### src/rtl/game_pkg.sv
// Screen geometry, parked-slot coordinates and the bullet-pool FSM encoding
// shared by the game-side blocks that feed the VGA controller.
package game_pkg;

    localparam int SCREEN_W    = 640;
    localparam int SCREEN_H    = 480;
    localparam int PARK_X      = SCREEN_W;
    localparam int PARK_Y      = SCREEN_H;
    localparam int NUM_BULLETS = 5;

    typedef enum logic [1:0] {
        IDLE,
        UPDATE,
        SPAWN
    } pool_state_t;

endpackage

### src/rtl/rise_detect.sv
// Registered rising-edge detector: the input is captured once and compared,
// giving a one-cycle pulse the cycle after the input rises.
module rise_detect (
    input  logic clk,
    input  logic reset,
    input  logic i_in,
    output logic o_rise
);

    logic r_prev;
    logic r_rise;

    always_ff @(posedge clk or posedge reset) begin
        if (reset) begin
            r_prev <= 1'b0;
            r_rise <= 1'b0;
        end else begin
            r_prev <= i_in;
            r_rise <= i_in & ~r_prev;
        end
    end

    assign o_rise = r_rise;

endmodule

### src/rtl/bullet_pool.sv
// Five-slot player bullet manager: a per-frame move/retire sweep over the slots
// followed by a cooldown-gated spawn above the player sprite.
module bullet_pool #(
    parameter int NUM_BULLETS     = game_pkg::NUM_BULLETS,
    parameter int BULLET_SPEED    = 4,
    parameter int COOLDOWN_FRAMES = 15,
    parameter int SPRITE_W        = 50,
    parameter int BULLET_H        = 10
) (
    input  logic                   clk,
    input  logic                   reset,
    input  logic                   frameTick,
    input  logic                   fire,
    input  logic [9:0]             playerX,
    input  logic [8:0]             playerY,
    input  logic [NUM_BULLETS-1:0] hitMask,
    output logic [9:0]             bullet1X,
    output logic [9:0]             bullet2X,
    output logic [9:0]             bullet3X,
    output logic [9:0]             bullet4X,
    output logic [9:0]             bullet5X,
    output logic [8:0]             bullet1Y,
    output logic [8:0]             bullet2Y,
    output logic [8:0]             bullet3Y,
    output logic [8:0]             bullet4Y,
    output logic [8:0]             bullet5Y,
    output logic [NUM_BULLETS-1:0] activeMask,
    output logic                   busy
);
    import game_pkg::*;

    localparam int         IDX_W  = $clog2(NUM_BULLETS);
    localparam int         CD_W   = $clog2(COOLDOWN_FRAMES + 1);
    localparam logic [9:0] PARK_XV = 10'(PARK_X);
    localparam logic [8:0] PARK_YV = 9'(PARK_Y);

    logic w_tick_rise;
    logic w_fire_rise;

    rise_detect u_tick_rise (
        .clk    (clk),
        .reset  (reset),
        .i_in   (frameTick),
        .o_rise (w_tick_rise)
    );

    rise_detect u_fire_rise (
        .clk    (clk),
        .reset  (reset),
        .i_in   (fire),
        .o_rise (w_fire_rise)
    );

    pool_state_t            r_state;
    logic [IDX_W-1:0]       r_idx;
    logic [CD_W-1:0]        r_cooldown;
    logic                   r_fire_pend;
    logic                   r_busy;
    logic [9:0]             r_x [NUM_BULLETS];
    logic [8:0]             r_y [NUM_BULLETS];
    logic [NUM_BULLETS-1:0] r_active;

    logic [10:0]      w_sum_x;
    logic [9:0]       w_spawn_x;
    logic [8:0]       w_spawn_y;
    logic             w_free_found;
    logic [IDX_W-1:0] w_free_idx;

    // Sum is one bit wider so a right-edge player cannot wrap the bullet to the left.
    assign w_sum_x   = {1'b0, playerX} + 11'(SPRITE_W / 2);
    assign w_spawn_x = (w_sum_x > 11'(SCREEN_W - 1)) ? 10'(SCREEN_W - 1) : w_sum_x[9:0];
    assign w_spawn_y = (playerY < 9'(BULLET_H)) ? 9'd0 : playerY - 9'(BULLET_H);

    always_comb begin
        w_free_found = 1'b0;
        w_free_idx   = '0;
        for (int i = NUM_BULLETS - 1; i >= 0; i--) begin
            if (!r_active[i]) begin
                w_free_found = 1'b1;
                w_free_idx   = IDX_W'(i);
            end
        end
    end

    always_ff @(posedge clk or posedge reset) begin
        if (reset) begin
            r_state     <= IDLE;
            r_idx       <= '0;
            r_cooldown  <= '0;
            r_fire_pend <= 1'b0;
            r_busy      <= 1'b0;
            r_active    <= '0;
            for (int i = 0; i < NUM_BULLETS; i++) begin
                r_x[i] <= PARK_XV;
                r_y[i] <= PARK_YV;
            end
        end else begin
            if (w_fire_rise) r_fire_pend <= 1'b1;

            case (r_state)
                IDLE: begin
                    if (w_tick_rise) begin
                        r_state <= UPDATE;
                        r_idx   <= '0;
                        r_busy  <= 1'b1;
                        if (r_cooldown != '0) r_cooldown <= r_cooldown - 1'b1;
                    end
                end
                UPDATE: begin
                    if (r_active[r_idx]) begin
                        if (r_y[r_idx] < 9'(BULLET_SPEED)) begin
                            r_active[r_idx] <= 1'b0;
                            r_x[r_idx]      <= PARK_XV;
                            r_y[r_idx]      <= PARK_YV;
                        end else begin
                            r_y[r_idx] <= r_y[r_idx] - 9'(BULLET_SPEED);
                        end
                    end
                    if (r_idx == IDX_W'(NUM_BULLETS - 1)) r_state <= SPAWN;
                    else                                  r_idx   <= r_idx + 1'b1;
                end
                SPAWN: begin
                    r_fire_pend <= 1'b0;
                    if (r_fire_pend && r_cooldown == '0 && w_free_found) begin
                        r_active[w_free_idx] <= 1'b1;
                        r_x[w_free_idx]      <= w_spawn_x;
                        r_y[w_free_idx]      <= w_spawn_y;
                        r_cooldown           <= CD_W'(COOLDOWN_FRAMES);
                    end
                    r_state <= IDLE;
                    r_busy  <= 1'b0;
                end
                default: r_state <= IDLE;
            endcase

            // Hits are applied last so they override a same-cycle move of that slot.
            for (int i = 0; i < NUM_BULLETS; i++) begin
                if (hitMask[i] && r_active[i]) begin
                    r_active[i] <= 1'b0;
                    r_x[i]      <= PARK_XV;
                    r_y[i]      <= PARK_YV;
                end
            end
        end
    end

    assign bullet1X   = r_x[0];
    assign bullet2X   = r_x[1];
    assign bullet3X   = r_x[2];
    assign bullet4X   = r_x[3];
    assign bullet5X   = r_x[4];
    assign bullet1Y   = r_y[0];
    assign bullet2Y   = r_y[1];
    assign bullet3Y   = r_y[2];
    assign bullet4Y   = r_y[3];
    assign bullet5Y   = r_y[4];
    assign activeMask = r_active;
    assign busy       = r_busy;

endmodule
### config.mk
export PLATFORM = sky130hd
export DESIGN_NAME = bullet_pool
export DESIGN_NICKNAME = d
export VERILOG_FILES = /design/src/rtl/game_pkg.sv /design/src/rtl/rise_detect.sv /design/src/rtl/bullet_pool.sv
export SDC_FILE = /design/constraint.sdc
export NUM_CORES = 1
export LEC_CHECK = 0
export BUFFER_PORTS_ARGS = -buffer_cell sky130_fd_sc_hd__buf_2
export CORE_MARGIN = 2
export CORE_UTILIZATION = 56
export CTS_CLUSTER_DIAMETER = 40
export DETAILED_ROUTE_END_ITERATION = 6
export PLACE_DENSITY = 0.88
export SLEW_MARGIN = 20
export SYNTH_ARGS = -nofsm -noshare
export SYNTH_HDL_FRONTEND = slang
export SYNTH_HIERARCHICAL = 1
export SYNTH_SLANG_ARGS = --single-unit
export TNS_END_PERCENT = 1
### constraint.sdc
create_clock -name clk -period 4.75 [get_ports clk]
set_clock_uncertainty 0.05 [all_clocks]
set_input_delay 0.7125 -clock clk [delete_from_list [all_inputs] [get_ports clk]]
set_output_delay 0.7125 -clock clk [all_outputs]
set_load 0.005 [all_outputs]
==> flow_summary.ini <==
[routing]
vias = 6897
drcViolationCount = 0
drt-wirelength-per-cell_um = 22.2
initialDrtViolationCount = 1195
ant_nets = 0
post_drt_via_cell_ratio = 6.88
drt-pass1-iter-count = 7
postRouteWirelength_mm = 22.2

[run_status]
status = complete, no violations

[die]
design.portCount = 129
die_w_um = 113
core.rowCount = 39
fp.coreArea_mm2 = 0.0115
initial_standard_cell_utilization_of_the_core = 0.581
floorplan.die_area_mm2 = 0.0128
die-height_um = 113

[placement]
dp.cells = 970
post_dp_cell_area_mm2 = 0.00738
dp_hpwl_mm = 15.8
place.port_buffers = 128
finalWeightedCongestion = 1.02

[clock_tree]
cts_root_buffer = clkbuf_16
cts_resized = 0
cts_setup_buffers = 0
post_cts_hold_buffer_count = 0
clk_pin_slew_worst_paths_ns = 0.06
worst_skew_pair.late_latency_ns = 0.43
clock_tree_from_tritoncts = built
cts_inserted_buffers = 17
cts.path.max_buffers = 2
cts_num_sinks = 115
htree_levels = 4

[yosys]
postSynthRegisterBits = 115
synth-main-ff-cell = dfrtp_1
ys_async_sr_fraction = 1.00
synth_edf_count = 0
synthesis.instances = 727
avg_synthesized_cell_area_um2 = 9.20
syn_nets = 763
synth_sequential_area_ratio = 0.436
synth.lib_cells_used.distinct = 76
synthesis.yosys.warnings = 6
synth.cell_area_mm2 = 0.00669

[global_route]
grt_pass1_wl_mm = 34.6
antenna_found_initial = 0
grt_pass1_vias = 6369
grt_max_degree = 79
grt_remaining_overflow = 0
grtUsageTotal = 0.350

[timing]
finalSetupTns_ns = 0
worstMarginPinSlew_ns = 1.04
max_clock_freq_ghz = 0.260
report.final.setup_viol = 0
unrepaired_setup_endpoints_after_global_routing = no
final-max-slew-violation-count = 0
report.final.hold_viol_count = 0
timing.final.crit_share = 0.809
finalWorstPathRequiredPeriod_ns = 3.84
maxSlewHeadroom = 0.303

[power]
power.share.clock = 0.257
netSwitchingFraction = 0.432
power_density_mw_per_mm2 = 669
total_leakage_power_nw = 3.65
sequentialPowerShare = 0.306
vdd.ir_drop.worst_mv = 0.338
net-switching-power_mw = 2.32
cellInternalPower_mw = 3.05
power.combinational.fraction = 0.437

[cells_and_area]
layout.cell_area.non_filler_mm2 = 0.00802
utilization = 0.696
final_net_count = 882
final_cell_mix = buf_2 (128), dfrtp_1 (85), nand2_1 (77), a21oi_1 (66), nor2_1 (59)
layout_cells_sized_above_1 = 0.265
count_of_inserted_antenna_diode_cells = 0
fin_cells = 1002
area.growth.synth_to_final_pct = 19.9
layout_commonest_cell = buf_2
fillerInstances = 886

[setup_path]
timing.critical_path.from_type = flop
worstPathMaxFanout = 31
critical_path_class = reg -> reg
critPathArrivalTime_ns = 4.12
worst_ep_required_time_ns = 5.03
crit_path_end_kind = flop

[min_path]
holdCritPathClass = in -> async

[flow_run]
max_cap_viol_count = 0
[power groups by stage]
stage / combinational [mW] / clock [mW] / sequential (mW)
6_report: 2.35 / 1.38 / 1.64
5_1_grt: 2.50 / 1.43 / 1.66
4_1_cts: 2.26 / 1.38 / 1.62
3_5_place_dp: 2.23 / 0 / 1.63
3_3_place_gp: 2.20 / 0 / 1.62
2_1_floorplan: 1.62 / 0 / 1.50
[path summary, 6_finish.rpt]
check,start,endpoint,slack [ns],cells past startpoint
hold / removal,reset,u_fire_rise/o_rise,0.12,2
hold reg to reg,u_tick_rise/r_prev,u_tick_rise/o_rise,0.39,1
min in group clk,fire,u_fire_rise/r_prev,0.36,1
setup reg to reg,r_idx[0],bullet4Y[3],0.91,8
setup / recovery,r_idx[0],bullet4Y[3],0.91,8
max in group asynchronous,reset,bullet3X[9],3.15,3
[registers in the layout (all words and copies together) (netlist names), 5 cells and up]
name / count
bullet3Y: 9
bullet1Y: 9
bullet1X: 10
bullet4X: 10
bullet2Y: 9
activeMask: 5
bullet3X: 10
bullet5X: 10
bullet5Y: 9
bullet2X: 10
bullet4Y: 9
[synthesized netlist by cell type (4+ instances only)]
cell | number | area (um^2)
nand4_1 | 4 | 25.0
and3_1 | 4 | 25.0
ha_1 | 8 | 100
nand2_1 | 77 | 289
and2_1 | 7 | 43.8
nor2b_1 | 12 | 75.1
o31ai_1 | 11 | 82.6
a21oi_1 | 66 | 330
mux2i_1 | 10 | 100
o221ai_1 | 8 | 70.1
nor3_1 | 30 | 150
inv_1 | 18 | 67.6
nand2b_1 | 8 | 50.1
nor2_1 | 59 | 221
o41ai_1 | 4 | 35.0
buf_2 | 4 | 20.0
o22ai_1 | 7 | 43.8
o21ai_0 | 43 | 215
a211oi_1 | 7 | 52.6
a21o_1 | 5 | 37.5
a22oi_1 | 7 | 52.6
a31o_2 | 4 | 35.0
nor4_1 | 4 | 25.0
xnor2_1 | 7 | 61.3
dfstp_2 | 30 | 788
o21a_1 | 6 | 45.0
o2bb2ai_1 | 15 | 131
dfrtp_1 | 85 | 2130
clkbuf_1 | 19 | 71.3
a22o_1 | 39 | 342
a31oi_1 | 10 | 62.6
a21oi_2 | 6 | 52.6
o21ai_1 | 8 | 40.0
nand3_1 | 21 | 105
[per-layer routing]
| metal | GRT usage | share of wire |
|---|---|---|
| met1 | 0.460 | 0.38 |
| met2 | 0.529 | 0.44 |
| met3 | 0.114 | 0.12 |
| met4 | 0.163 | 0.054 |
| met5 | 0 | 0 |
[cell families after synthesis]
| family | Yosys count | share of synthesized area |
|---|---|---|
| AOI/OAI and AO/OA | 280 | 0.298 |
| and+or+nand+nor | 247 | 0.177 |
| DFF | 115 | 0.436 |
| buffers and inverters | 52 | 0.0350 |
| muxes | 16 | 0.0268 |
| xor gates and xnor gates | 9 | 0.0118 |
| adders and majority gates | 8 | 0.0150 |
[stage by stage]
stage | power (mW) | hold WS [ns] | setup slack [ns]
6_report | 5.36 | 0.118 | 0.908
5_1_grt | 5.59 | 0.127 | 0.730
4_1_cts | 5.26 | 0.111 | 1.01
3_5_place_dp | 3.86 | 0.385 | 1.06
3_3_place_gp | 3.82 | 0.381 | 1.18
2_1_floorplan | 3.12 | 0.379 | 1.11
[final cells by class]
class	instances	area, um^2	area share
clock inverters	14	203	0.0253
clock buffers	18	429	0.0535
inverters	20	77.6	0.00968
well taps	143	179	0.0223
flip-flops and latches	115	2920	0.364
multi-input cells	560	3540	0.442
repair buffers	132	671	0.0837
[critical path, stage by stage, from the launching register on]
cell and delay (ns):
dfrtp_1 0.90, clkinv_1 0.51, a221o_1 0.50, o31ai_4 0.29, and3_4 0.26, nand2_4 0.27
a31oi_2 0.42, nand2_1 0.24, o31ai_1 0.29
(Power assumes the default switching activity.)
